<file path="config.mk">
export PLATFORM = sky130hd
export DESIGN_NAME = multicycle_control_fsm
export DESIGN_NICKNAME = d
export VERILOG_FILES = /design/src/rtl/core_ctrl_pkg.sv /design/src/rtl/alu_decoder.sv /design/src/rtl/multicycle_control_fsm.sv
export SDC_FILE = /design/constraint.sdc
export NUM_CORES = 1
export LEC_CHECK = 0
export ABC_AREA = 1
export BUFFER_PORTS_ARGS = -buffer_cell sky130_fd_sc_hd__buf_2
export CAP_MARGIN = 20
export CORE_MARGIN = 2
export CORE_UTILIZATION = 50
export DETAILED_ROUTE_END_ITERATION = 10
export PLACE_DENSITY = 0.91
export SLEW_MARGIN = 30
export SYNTH_ARGS = -nofsm -noshare
export SYNTH_HDL_FRONTEND = slang
export SYNTH_SLANG_ARGS = --single-unit
</file>
<file path="constraint.sdc">
create_clock -name clk -period 4 [get_ports clk]
set_input_delay 0 -clock clk [delete_from_list [all_inputs] [get_ports clk]]
set_output_delay 0 -clock clk [all_outputs]
set_load 0.03 [all_outputs]
</file>
<file path="src/rtl/core_ctrl_pkg.sv">
// core_ctrl_pkg: shared definitions for the RV32I control path.
// Holds the multi-cycle FSM state enum, the opcodes the control unit
// understands, and the mux/ALU encodings that the datapath and the
// pipelined core agree on.
package core_ctrl_pkg;

    // Encoding is visible on state_o, so keep it stable.
    typedef enum logic [3:0] {
        S_FETCH    = 4'd0,
        S_DECODE   = 4'd1,
        S_MEMADR   = 4'd2,
        S_MEMREAD  = 4'd3,
        S_MEMWB    = 4'd4,
        S_MEMWRITE = 4'd5,
        S_EXECR    = 4'd6,
        S_EXECI    = 4'd7,
        S_ALUWB    = 4'd8,
        S_BRANCH   = 4'd9,
        S_JAL      = 4'd10,
        S_FAULT    = 4'd11
    } state_e;

    localparam logic [6:0] OP_LOAD   = 7'b0000011;
    localparam logic [6:0] OP_STORE  = 7'b0100011;
    localparam logic [6:0] OP_RTYPE  = 7'b0110011;
    localparam logic [6:0] OP_ITYPE  = 7'b0010011;
    localparam logic [6:0] OP_BRANCH = 7'b1100011;
    localparam logic [6:0] OP_JAL    = 7'b1101111;

    // ALUControl encoding; ADD is zero so idle states read as ADD.
    localparam logic [3:0] ALU_ADD  = 4'd0;
    localparam logic [3:0] ALU_SUB  = 4'd1;
    localparam logic [3:0] ALU_AND  = 4'd2;
    localparam logic [3:0] ALU_OR   = 4'd3;
    localparam logic [3:0] ALU_XOR  = 4'd4;
    localparam logic [3:0] ALU_SLT  = 4'd5;
    localparam logic [3:0] ALU_SLL  = 4'd6;
    localparam logic [3:0] ALU_SRL  = 4'd7;
    localparam logic [3:0] ALU_SRA  = 4'd8;
    localparam logic [3:0] ALU_SLTU = 4'd9;

    localparam logic [1:0] ALUOP_ADD   = 2'b00;
    localparam logic [1:0] ALUOP_SUB   = 2'b01;
    localparam logic [1:0] ALUOP_FUNCT = 2'b10;

    localparam logic [1:0] IMM_I = 2'b00;
    localparam logic [1:0] IMM_S = 2'b01;
    localparam logic [1:0] IMM_B = 2'b10;
    localparam logic [1:0] IMM_J = 2'b11;

    localparam logic [1:0] SRCA_PC    = 2'b00;
    localparam logic [1:0] SRCA_OLDPC = 2'b01;
    localparam logic [1:0] SRCA_A     = 2'b10;

    localparam logic [1:0] SRCB_B    = 2'b00;
    localparam logic [1:0] SRCB_IMM  = 2'b01;
    localparam logic [1:0] SRCB_FOUR = 2'b10;

    localparam logic [1:0] RES_ALUOUT    = 2'b00;
    localparam logic [1:0] RES_DATA      = 2'b01;
    localparam logic [1:0] RES_ALURESULT = 2'b10;

    // States that own the shared memory port.
    function automatic logic is_mem_state(input state_e s);
        return (s == S_FETCH) || (s == S_MEMREAD) || (s == S_MEMWRITE);
    endfunction

endpackage

</file>
<file path="src/rtl/alu_decoder.sv">
// alu_decoder: combinational ALU operation decode, shared with the
// pipelined core.
//   alu_op      in  2  00 = add, 01 = sub, 10 = decode from funct fields
//   funct3      in  3  instruction funct3
//   funct7b5    in  1  instruction bit 30
//   op5         in  1  opcode bit 5 (1 = register-register form)
//   alu_control out 4  ALU operation
module alu_decoder
    import core_ctrl_pkg::*;
(
    input  logic [1:0] alu_op,
    input  logic [2:0] funct3,
    input  logic       funct7b5,
    input  logic       op5,
    output logic [3:0] alu_control
);

    always_comb begin
        alu_control = ALU_ADD;
        case (alu_op)
            ALUOP_ADD: alu_control = ALU_ADD;
            ALUOP_SUB: alu_control = ALU_SUB;
            default: begin
                case (funct3)
                    // addi has no subtract form, so bit 30 only counts for R-type.
                    3'b000:  alu_control = (op5 && funct7b5) ? ALU_SUB : ALU_ADD;
                    3'b001:  alu_control = ALU_SLL;
                    3'b010:  alu_control = ALU_SLT;
                    3'b011:  alu_control = ALU_SLTU;
                    3'b100:  alu_control = ALU_XOR;
                    3'b101:  alu_control = funct7b5 ? ALU_SRA : ALU_SRL;
                    3'b110:  alu_control = ALU_OR;
                    default: alu_control = ALU_AND;
                endcase
            end
        endcase
    end

endmodule

</file>
<file path="src/rtl/multicycle_control_fsm.sv">
// multicycle_control_fsm: multi-cycle RV32I control unit.
// Sequences FETCH/DECODE/EXECUTE/MEMORY/WRITEBACK over a shared memory and
// drives the multi-cycle datapath muxes and register enables.
//   clk, reset (async, active-low)
//   op, funct3, funct7b5, Zero, mem_ready     inputs from IR / ALU / memory
//   mem_req, MemWrite, MemRead, AdrSrc        memory port control
//   IRWrite, PCWrite, RegWrite                register enables
//   ALUSrcA, ALUSrcB, ResultSrc, ImmSrc,
//   ALUControl                                datapath selects
//   fault                                     sticky error flag
//   state_o                                   current state (debug)
//
// Memory handshake: mem_req is high for the whole of a memory state. With
// MEM_HANDSHAKE=1 an access completes in the cycle where mem_req and
// mem_ready are both high; mem_ready at any other time is ignored. With
// MEM_HANDSHAKE=0 it completes after exactly MEM_LATENCY cycles. Either way
// an access stalled for TIMEOUT cycles forces FAULT (TIMEOUT must be
// greater than MEM_LATENCY and at most 64).
module multicycle_control_fsm
    import core_ctrl_pkg::*;
#(
    parameter bit MEM_HANDSHAKE = 1'b1,
    parameter int MEM_LATENCY   = 2,
    parameter int TIMEOUT       = 64
) (
    input  logic       clk,
    input  logic       reset,
    input  logic [6:0] op,
    input  logic [2:0] funct3,
    input  logic       funct7b5,
    input  logic       Zero,
    input  logic       mem_ready,
    output logic       mem_req,
    output logic       MemWrite,
    output logic       MemRead,
    output logic       AdrSrc,
    output logic       IRWrite,
    output logic       PCWrite,
    output logic       RegWrite,
    output logic [1:0] ALUSrcA,
    output logic [1:0] ALUSrcB,
    output logic [1:0] ResultSrc,
    output logic [1:0] ImmSrc,
    output logic [3:0] ALUControl,
    output logic       fault,
    output logic [3:0] state_o
);

    localparam logic [5:0] LAT_LAST = 6'(MEM_LATENCY - 1);
    localparam logic [5:0] TO_LAST  = 6'(TIMEOUT - 1);

    state_e     state_q, state_d;
    logic [5:0] wait_cnt_q, wait_cnt_d;
    logic       fault_q, fault_d;
    logic       in_mem, mem_done, timed_out;
    logic [1:0] alu_op;
    logic [3:0] alu_ctrl;

    always_comb begin
        in_mem = is_mem_state(state_q);
        if (MEM_HANDSHAKE) mem_done = in_mem && mem_ready;
        else               mem_done = in_mem && (wait_cnt_q == LAT_LAST);
        // Counting the current stalled cycle, TIMEOUT waits would be reached.
        timed_out = in_mem && !mem_done && (wait_cnt_q >= TO_LAST);
    end

    always_comb begin
        state_d = state_q;
        case (state_q)
            S_FETCH:    if (mem_done) state_d = S_DECODE;
            S_DECODE: begin
                case (op)
                    OP_LOAD, OP_STORE: state_d = S_MEMADR;
                    OP_RTYPE:          state_d = S_EXECR;
                    OP_ITYPE:          state_d = S_EXECI;
                    OP_BRANCH:         state_d = S_BRANCH;
                    OP_JAL:            state_d = S_JAL;
                    default:           state_d = S_FAULT;
                endcase
            end
            S_MEMADR:   state_d = (op == OP_STORE) ? S_MEMWRITE : S_MEMREAD;
            S_MEMREAD:  if (mem_done) state_d = S_MEMWB;
            S_MEMWB:    state_d = S_FETCH;
            S_MEMWRITE: if (mem_done) state_d = S_FETCH;
            S_EXECR,
            S_EXECI:    state_d = S_ALUWB;
            S_ALUWB:    state_d = S_FETCH;
            S_BRANCH:   state_d = S_FETCH;
            S_JAL:      state_d = S_ALUWB;
            default:    state_d = S_FAULT;
        endcase
        if (timed_out) state_d = S_FAULT;

        // Any state change clears the counter, so it is zero on entry to
        // every memory state; it only advances while a memory state stalls.
        if (in_mem && (state_d == state_q))
            wait_cnt_d = (wait_cnt_q >= TO_LAST) ? wait_cnt_q : wait_cnt_q + 6'd1;
        else
            wait_cnt_d = '0;

        fault_d = fault_q || (state_d == S_FAULT);
    end

    always_ff @(posedge clk or negedge reset) begin
        if (!reset) begin
            state_q    <= S_FETCH;
            wait_cnt_q <= '0;
            fault_q    <= 1'b0;
        end else begin
            state_q    <= state_d;
            wait_cnt_q <= wait_cnt_d;
            fault_q    <= fault_d;
        end
    end

    always_comb begin
        case (state_q)
            S_EXECR, S_EXECI: alu_op = ALUOP_FUNCT;
            S_BRANCH:         alu_op = ALUOP_SUB;
            default:          alu_op = ALUOP_ADD;
        endcase
    end

    alu_decoder u_alu_decoder (
        .alu_op      (alu_op),
        .funct3      (funct3),
        .funct7b5    (funct7b5),
        .op5         (op[5]),
        .alu_control (alu_ctrl)
    );

    // Moore decode of state_q; every strobe is also gated by reset so an
    // asserted reset drops them immediately, even mid-access.
    always_comb begin
        mem_req   = 1'b0;
        MemWrite  = 1'b0;
        MemRead   = 1'b0;
        AdrSrc    = 1'b0;
        IRWrite   = 1'b0;
        PCWrite   = 1'b0;
        RegWrite  = 1'b0;
        ALUSrcA   = SRCA_PC;
        ALUSrcB   = SRCB_B;
        ResultSrc = RES_ALUOUT;
        ImmSrc    = IMM_I;
        case (state_q)
            S_FETCH: begin
                mem_req   = 1'b1;
                MemRead   = 1'b1;
                ALUSrcB   = SRCB_FOUR;
                ResultSrc = RES_ALURESULT;
                IRWrite   = mem_done;
                PCWrite   = mem_done;
            end
            S_DECODE: begin
                ALUSrcA = SRCA_OLDPC;
                ALUSrcB = SRCB_IMM;
                ImmSrc  = IMM_B;
            end
            S_MEMADR: begin
                ALUSrcA = SRCA_A;
                ALUSrcB = SRCB_IMM;
                ImmSrc  = (op == OP_STORE) ? IMM_S : IMM_I;
            end
            S_MEMREAD: begin
                mem_req = 1'b1;
                MemRead = 1'b1;
                AdrSrc  = 1'b1;
            end
            S_MEMWB: begin
                ResultSrc = RES_DATA;
                RegWrite  = 1'b1;
            end
            S_MEMWRITE: begin
                mem_req  = 1'b1;
                MemWrite = 1'b1;
                AdrSrc   = 1'b1;
            end
            S_EXECR: ALUSrcA = SRCA_A;
            S_EXECI: begin
                ALUSrcA = SRCA_A;
                ALUSrcB = SRCB_IMM;
            end
            S_ALUWB: RegWrite = 1'b1;
            S_BRANCH: begin
                ALUSrcA = SRCA_A;
                if (funct3 == 3'b000)      PCWrite = Zero;
                else if (funct3 == 3'b001) PCWrite = !Zero;
            end
            S_JAL: begin
                ALUSrcA = SRCA_OLDPC;
                ALUSrcB = SRCB_FOUR;
                PCWrite = 1'b1;
            end
            default: ;
        endcase
        if (!reset) begin
            mem_req   = 1'b0;
            MemWrite  = 1'b0;
            MemRead   = 1'b0;
            AdrSrc    = 1'b0;
            IRWrite   = 1'b0;
            PCWrite   = 1'b0;
            RegWrite  = 1'b0;
            ALUSrcA   = SRCA_PC;
            ALUSrcB   = SRCB_B;
            ResultSrc = RES_ALUOUT;
            ImmSrc    = IMM_I;
        end
    end

    assign ALUControl = reset ? alu_ctrl : ALU_ADD;
    assign fault      = fault_q;
    assign state_o    = state_q;

endmodule

</file>
==> results of run 1 <==
==> flip-flops by register name, summed over array words and instances (netlist names) <==
register    cells
fault           1
state_o         4
wait_cnt_q      6
==> stage by stage <==
step / cell area (sq um) / instances / hold slack, ps / total power, mW
finish: 1326 / 252 / 165.8 / 0.8326
global route: 1326 / 252 / 205.7 / 0.9064
CTS: 1326 / 252 / 171.8 / 0.8284
detailed placement: 1290 / 247 / -72.61 / 0.7485
global placement: 1290 / 247 / -71.54 / 0.7447
floorplan: 1066 / 182 / -295.6 / 0.6083
==> cell usage after synthesis (all sizes together) <==
master	instances	area (sq um)
ha	1	12.51
a211oi	2	15.01
o22ai	1	6.260
dfrtp	11	275.3
o31a	1	8.760
o21ai	6	30.03
a21oi	7	38.79
nor3	7	35.03
o31ai	1	7.510
nand3	18	100.1
clkinv	1	3.750
inv	34	127.6
nand2	37	148.9
xor2	1	8.760
nand4	4	25.02
a31o	1	8.760
a31oi	1	6.260
nor2	44	172.7
xnor2	3	26.28
o311ai	1	8.760
==> critical path: stages, from the launching register on <==
cell and delay (ps):
dfrtp_1 380, ha_1 230, nand2_1 100, nor3_1 310
nand2_1 130, nand3_1 80, nor2_1 50, nand2_2 80
nor2_1 50, nor2_1 120, nand2_2 120, nor2_1 110
==> power by group <==
part           internal (mW)  switching [mW]  total (mW)
Clock                 0.0386          0.0379      0.0766
Combinational          0.174           0.415       0.589
Sequential             0.136          0.0317       0.167
==> per-layer routing <==
metal / up-vias / share of wire (%) / wire length [um] / GRT usage (%)
met5: - / 0 / 0 / 0
met4: 0 / 0.53 / 14 / 6.944
met3: 2 / 6.1 / 162 / 4.762
met2: 39 / 46 / 1220 / 37.94
met1: 565 / 48 / 1267 / 34.09
li1: 667 / - / - / -
==> repair_timing <==
action                    4_1_cts  5_1_grt
resized for setup               0        0
hold buffers                    1        0
hold endpoints to repair       11        0
==> area by class of cell <==
| class | instances | area [sq um] | area share (%) |
|---|---|---|---|
| Multi-Input combinational cell | 136 | 659.4 | 49.72 |
| Sequential cell | 11 | 275.3 | 20.75 |
| Timing Repair Buffer | 39 | 200.2 | 15.09 |
| Inverter | 35 | 131.4 | 9.906 |
| Tap cell | 27 | 33.78 | 2.547 |
| Clock buffer | 4 | 26.28 | 1.981 |
==> cell families after synthesis <==
family | share of synthesized area, %
flip-flops | 25.82
adder cells (fa/ha/maj) | 1.174
AO/OA/AOI/OAI | 12.21
AND/OR/NAND/NOR | 45.19
XOR/XNOR | 3.287
buffers and inverters | 12.32
==> final timing paths <==
| path | end | slack (ps) |
|---|---|---|
| min in group clk | state_o[2] | 180 |
| worst min-delay path | wait_cnt_q[3] | 170 |
| worst min register to register | wait_cnt_q[0] | 470 |
| worst max register to register | wait_cnt_q[3] | 2170 |
| max in group asynchronous | wait_cnt_q[5] | 3580 |
| worst max-delay path | wait_cnt_q[3] | 2170 |
==> flow_summary_export.csv, run 1 <==
group,metric,value,unit
status,outcome,"finished clean",
clock_network,cts-root-buf,"clkbuf_4",
global_route,grt_pass1_vias,1163,
sta,fin_crit_sh,45.83,%
drt,final_antenna_net_count,0,
finish,num-nets-final,242,
sta,fmax,545.5,MHz
power,ir_worst_vdd,0.0003834,V
setup_path,reg2reg_from,"wait_cnt_q[0]",
logic_synthesis,yosysSeqAreaShare,25.82,%
global_route,grt_pass1_wl,4850,um
sta,finalHoldViolations,0,
global_route,grt.total_usage,24.35,%
floorplan,std_cell_rows,16,
drt,wl,2665,um
global_route,gr-total-overflow,0,
sta,tightest_slew,542.5,ps
finish,drive_gt1_share,23.56,%
sta,rsz0062_at_grt,"false",
finish,synthToLayoutAreaGrowth,24.41,%
floorplan,start_util,53.79,%
sta,fin_skew,2.676,ps
finish,fillers,200,
setup_path,cp_data_required_time,4200,ps
floorplan,die_w,50.18,um
drt,dr.pass1.iters,4,
floorplan,coreArea,0.001982,sq mm
drt,viasPerCell,5.052,
setup_path,endpoint_kind,"flop",
setup_path,crit_type,"flop to flop",
min_path,hp-class,"input port to asynchronous set/reset pin",
sta,slew_viol_final,0,
clock_network,cts.sinks,11,
power,leakagePower,0.7655,nW
setup_path,start_kind,"flop",
sta,setup_tns,0,ps
floorplan,pin_count,39,
logic_synthesis,ys_seq_elements,11,
setup_path,crit_path_start,"wait_cnt_q[0]",
clock_network,cts_setup_buffers,0,
clock_network,clkTransAtPathRegs,70,ps
clock_network,cts_buffers,3,
finish,antenna_cells,0,
sta,max_slew_margin,63.38,%
sta,timing.final.ws_setup,2167,ps
finish,final_common_cell,"nor2_1",
sta,finalSetupViolCount,0,
setup_path,path_max_fanout,6,
drt,drcViolationCount,0,
finish,final_util,66.92,%
drt,dr_total_vias,1273,
placement,pre_cts_slack,2229,ps
global_route,antenna_found_initial,0,
placement,hpwlAfterDp,2209,um
drt,wl_per_cell,10.58,um
setup_path,r2r_cells,11,
finish,final_cell_mix,"nor2_1 (41), buf_2 (38), inv_1 (33), nand2_1 (33), nand3_1 (16)",
clock_network,cts_tree,"yes",
logic_synthesis,avgSynthCellArea,5.857,sq um
setup_path,cp.arrival,2040,ps
placement,io_buffers,38,
logic_synthesis,yosys_warnings,0,
logic_synthesis,syn_area,0.001066,sq mm
floorplan,die_y,50.18,um
clock_network,clkLatencyLatePin,270,ps
floorplan,dieArea,0.002518,sq mm
clock_network,cts_buffer_depth,2,
drt,initialDrtViolationCount,43,
power,p_per_area,627.8,mW/mm^2
placement,gp_congestion,0.8899,
logic_synthesis,synthCells,182,
clock_network,htreeDepth,1,
logic_synthesis,synth.distinct_cells,25,
logic_synthesis,synth_nets,198,
run,drv_cap,0,
global_route,grt_start_max_net_pins,19,
sta,period_needed,1833,ps
No activity file was read; power rests on OpenSTA's default activity.
==> inputs of run 2 (changes only) <==
Settings changed: CORE_UTILIZATION 50 to 49, PLACE_DENSITY 0.91 to 0.89.
Clock period 4 ns to 1.8 ns, I/O delays scaled along.
==> run 2 against run 1 <==
Against the previous run:
- maximum frequency increased by 3.6%
- wire length is 9.9% higher
- non-clock buffer count is 6 higher
- critical endpoint is now wait_cnt_q[5]
- largest cell class unchanged
- largest power group unchanged
==> flow_summary_export.csv, run 2 (synthesized netlist as in run 1, its figures left out) <==
group,metric,value,unit
finish,drive_gt1_share,33.33,%
setup_path,start_kind,"flop",
sta,max_slew_margin,76.69,%
finish,regMostFlops,"wait_cnt_q",
sta,fin_skew,2.483,ps
global_route,gr-total-overflow,0,
setup_path,cp.arrival,1970,ps
placement,hpwlAfterDp,2227,um
clock_network,cts-root-buf,"clkbuf_4",
finish,final_cell_area,0.001433,sq mm
drt,viasPerCell,5.109,
global_route,grt_start_max_net_pins,13,
setup_path,cp_data_required_time,2000,ps
sta,fin_crit_sh,98.32,%
sta,rsz0062_at_grt,"true",
power,total_power,2.013,mW
sta,slew_viol_final,0,
power,leakagePower,0.8044,nW
sta,finalHoldViolations,0,
drt,final_antenna_net_count,0,
sta,tightest_slew,347.0,ps
floorplan,die_y,50.64,um
clock_network,cts_buffer_depth,2,
global_route,grt_pass1_vias,1119,
placement,gp_congestion,0.8817,
finish,num-nets-final,248,
floorplan,pin_count,39,
placement,placed_area,0.001305,sq mm
drt,dr_total_vias,1318,
floorplan,dieArea,0.002564,sq mm
placement,pre_cts_slack,91.63,ps
finish,antenna_cells,0,
finish,synthToLayoutAreaGrowth,34.39,%
clock_network,htreeDepth,1,
floorplan,coreArea,0.002002,sq mm
drt,drcViolationCount,0,
run,drv_cap,0,
status,outcome,"finished clean",
global_route,grt.total_usage,22.77,%
clock_network,cts_buffers,3,
finish,largest_reg_flops,6,
global_route,grt_pass1_wl,4574,um
drt,initialDrtViolationCount,43,
min_path,hp-class,"input port to asynchronous set/reset pin",
drt,dr.pass1.iters,4,
floorplan,std_cell_rows,16,
sta,timing.final.ws_setup,30.27,ps
finish,fillers,177,
drt,wl_per_cell,11.35,um
floorplan,start_util,53.25,%
power,ir_worst_vdd,0.0009998,V
floorplan,die_w,50.64,um
global_route,antenna_found_initial,0,
setup_path,endpoint_kind,"flop",
clock_network,clkTransAtPathRegs,70,ps
drt,wl,2929,um
finish,final_cell_mix,"nor2_1 (37), buf_2 (37), inv_1 (31)",
power,p_per_area,1405,mW/mm^2
sta,period_needed,1770,ps
sta,fmax,565.1,MHz
setup_path,path_max_fanout,7,
clock_network,cts.sinks,11,
setup_path,crit_type,"flop to flop",
placement,io_buffers,38,
sta,finalSetupViolCount,0,
clock_network,cts_tree,"yes",
clock_network,clkLatencyLatePin,270,ps
## run 2: cell count changes in the layout (fill, tap and decap cells not counted), sizes merged
cell and delta:
buf +6
## run 2: worst max-delay path, stage by stage (launching register included)
cell     delay [ps]
dfrtp_2         470
nor2_2          140
nand2_1         140
nand3_2         170
nand3_1         140
nand3_1         120
nand3_1         110
nor2_1          170
nand2_2         120
nor2_1          110
## run 2: final timing paths
check / from / end / slack [ps] / cells past startpoint
worst max-delay path: state_o[1] / wait_cnt_q[5] / 30 / 9
worst min-delay path: reset / fault / 120 / 2
worst max register to register: state_o[1] / wait_cnt_q[5] / 30 / 9
worst min register to register: wait_cnt_q[0] / wait_cnt_q[0] / 470 / 1
max in group asynchronous: reset / state_o[0] / 1300 / 3
min in group clk: op[4] / state_o[2] / 180 / 4
## run 2: final cells by class
class	instances	area [sq um]	area share, %
flip-flops and latches	11	279.0	19.48
well taps	27	33.78	2.358
clock buffers	4	26.28	1.834
multi-input cells	136	714.4	49.87
repair buffers	45	247.7	17.29
inverters	35	131.4	9.170
## run 2: power by group
part           internal [mW]  switching (mW)
logic                  0.443            1.01
clock network         0.0858          0.0856
registers              0.308          0.0834
total                  0.837            1.18
## run 2: stage by stage
| stage | instances | setup TNS [ps] | utilization, % | hold slack, ps |
|---|---|---|---|---|
| 4_1_cts | 254 | 0 | 67.00 | 116.0 |
| 2_1_floorplan | 182 | 0 | - | -295.6 |
| 6_report | 258 | 0 | 71.56 | 115.3 |
| 3_3_place_gp | 249 | 0 | 65.19 | -125.5 |
| 5_1_grt | 258 | -526.6 | 71.56 | 148.4 |
| 3_5_place_dp | 249 | 0 | 65.19 | -128.5 |
## run 2: layer usage
layer	track usage (%)	wire length, um	vias to the layer above
li1	-	-	681
met2	36.18	1340	58
met1	31.97	1303	573
met5	0	0	-
met3	5.060	237	6
met4	4.054	47	0
## run 2: timing repair
action	4_1_cts	5_1_grt
hold endpoints to repair	11	0
setup endpoints to repair	0	10
setup buffers	0	4
hold buffers	1	0
resized for setup	0	24
==> inputs of run 3 (changes only) <==
Settings changed: CORE_UTILIZATION 49 to 50, SYNTH_HIERARCHICAL set to 1.
==> run 3 against run 2 <==
Against the previous run:
- power down 76%
- sequential cell count unchanged
- the flow now finishes with violations (setup timing)
- worst hold slack better by 45 ps
- highest routed layer unchanged
- sequential power down 37%
==> flow_summary_export.csv, run 3 <==
group,metric,value,unit
status,outcome,"complete, but fails checks",
status,violations,"setup timing",
setup_path,reg2reg_from,"state_o[0]",
floorplan,pin_count,39,
sta,finalSetupViolCount,1,
placement,io_buffers,38,
logic_synthesis,synth-edff-count,0,
clock_network,cts-root-buf,"clkbuf_4",
finish,num-nets-final,265,
setup_path,r2r_cells,13,
floorplan,coreArea,0.002191,sq mm
setup_path,reg2reg_to,"wait_cnt_q[5]",
logic_synthesis,yosys_warnings,6,
global_route,grt_pass1_vias,1166,
logic_synthesis,synth_nets,213,
setup_path,cp_data_required_time,1990,ps
run,drv_cap,0,
sta,max_slew_margin,75.59,%
setup_path,path_max_fanout,7,
finish,instances_no_fill,276,
placement,gp_congestion,0.9321,
logic_synthesis,synth.distinct_cells,22,
logic_synthesis,synth_most_common_cell,"nand2_1",
power,leakagePower,0.8738,nW
finish,synthToLayoutAreaGrowth,31.60,%
clock_network,cts_buffers,3,
logic_synthesis,yosys-top-cells-area,"dfrtp_1 (24%), nand2_1 (16%), inv_1 (11%), nor2_1 (9.4%), nand3_1 (7.4%)",
sta,finalHoldViolations,0,
drt,wl,3190,um
placement,placed_area,0.001393,sq mm
logic_synthesis,ys_seq_elements,11,
setup_path,rrSetupSlack,-10,ps
drt,viasPerCell,5.094,
logic_synthesis,yosysTopAreaCellShare,23.81,%
logic_synthesis,synth_ff_type,"dfrtp_1",
setup_path,cp.arrival,2000,ps
floorplan,dieArea,0.002713,sq mm
floorplan,std_cell_rows,17,
clock_network,htreeDepth,1,
sta,fin_crit_sh,100.6,%
floorplan,die_y,52.09,um
global_route,grt_start_max_net_pins,20,
clock_network,cts_buffer_depth,2,
global_route,grt.total_usage,21.92,%
clock_network,cts.sinks,11,
finish,final_cell_mix,"nand2_1 (48), buf_2 (37), inv_1 (31)",
floorplan,start_util,52.77,%
drt,wl_per_cell,11.56,um
drt,dr.pass1.iters,4,
placement,place_inst,264,
global_route,gr-total-overflow,0,
sta,setup_tns,-10.25,ps
finish,largest_reg_flops,6,
finish,final_cell_area,0.001521,sq mm
finish,regMostFlops,"wait_cnt_q",
sta,slew_viol_final,0,
placement,hpwlAfterDp,2201,um
setup_path,endpoint_kind,"flop",
clock_network,cts_tree,"yes",
logic_synthesis,synth_common_cells,"nand2_1 (50), inv_1 (33), nor2_1 (29), nand3_1 (17)",
sta,timing.final.ws_setup,-10.25,ps
min_path,min_path_cells,4,
power,ir_worst_vdd,0.0004256,V
min_path,min_to,"state_o[1]",
sta,fmax,552.4,MHz
global_route,antenna_found_initial,0,
finish,drive_gt1_share,37.50,%
setup_path,crit_type,"flop to flop",
clock_network,clkLatencyLatePin,260,ps
drt,initialDrtViolationCount,44,
sta,period_needed,1810,ps
drt,final_antenna_net_count,0,
floorplan,die_w,52.09,um
logic_synthesis,syn_area,0.001156,sq mm
sta,rsz0062_at_grt,"true",
finish,antenna_cells,0,
clock_network,clkTransAtPathRegs,60,ps
min_path,min_from,"mem_ready",
finish,final_common_cell,"nand2_1",
global_route,grt_pass1_wl,4478,um
setup_path,start_kind,"flop",
min_path,hp-class,"input port to flop",
drt,dr_total_vias,1406,
logic_synthesis,yosysSeqAreaShare,23.81,%
sta,fin_skew,5.992,ps
logic_synthesis,async_reset_ff_share,100.0,%
logic_synthesis,avgSynthCellArea,5.869,sq um
logic_synthesis,synthCells,197,
drt,drcViolationCount,0,
power,p_per_area,312.6,mW/mm^2
setup_path,crit_path_start,"state_o[0]",
sta,tightest_slew,366.2,ps
logic_synthesis,synth_largest_area_cell,"dfrtp_1",
run 3: changes by cell type in the layout (fill, tap and decap cells not counted), sizes merged, moves of 3 or more:
cell / change
nand2: +23
nor3: -5
a21oi: +4
nor2: -3
run 3: per-stage QoR:
stage	setup WS, ps	power, mW	hold WS (ps)	util (%)
after floorplan	116.4	0.2827	-295.6	-
after global placement	85.72	0.3175	-73.95	63.56
after detailed placement	45.09	0.3188	-69.70	63.56
after CTS	0.6328	0.4834	137.6	65.22
after global routing	-71.95	0.5058	166.2	69.45
final	-10.25	0.4756	160.1	69.45
run 3: cell families (layout without fill, tap and decap cells):
group	Yosys count	count (layout)	synth area share [%]
AND/OR/NAND/NOR	125	125	51.19
flip-flops	11	11	23.81
XOR/XNOR	3	3	2.273
adder cells (fa/ha/maj)	1	1	1.082
AO/OA/AOI/OAI	20	20	9.632
buffers and inverters	37	88	12.01
run 3: what timing repair did:
action,4_1_cts,5_1_grt
endpoints found under the hold margin,11,0
buffers inserted,0,7
resized for setup,0,18
endpoints found under the setup margin,0,12
hold buffers,1,0
run 3: layout make-up:
type	instances	area, sq um
fillers	200	669.4
repair buffers	48	270.3
well taps	28	35.03
multi-input cells	149	774.5
flip-flops and latches	11	280.3
clock buffers	4	26.28
inverters	36	135.1
run 3: worst max path at each step:
stage / endpoint / slack, ps
after detailed placement: wait_cnt_q[2] / 50
after CTS: ALUControl[3] / 0.6
final: wait_cnt_q[5] / -10
after global placement: wait_cnt_q[2] / 90
after floorplan: wait_cnt_q[0] / 120
after global routing: wait_cnt_q[5] / -70
run 3: per-layer routing:
metal	up-vias	routed length (um)	track usage, %
met2	54	1532	36.29
li1	712	-	-
met5	-	0	0
met3	14	172	2.586
met4	0	123	12.28
met1	626	1362	27.39
run 3: worst max-delay path, stage by stage (launching register included):
cell,delay (ps)
dfrtp_2,480
inv_2,100
nor2_2,50
nand2_2,100
inv_1,70
nand2_2,70
nand3_1,90
nor2_2,170
nand2_2,90
nand2_1,100
nand2_1,100
nor2_4,130
nand2_4,90
nor2_2,100
run 3: power breakdown:
| part | internal [mW] | switching, mW |
|---|---|---|
| clock | 0.0855 | 0.0734 |
| sequential | 0.247 | 0 |
| combinational | 0.0242 | 0.0454 |
| total | 0.357 | 0.119 |
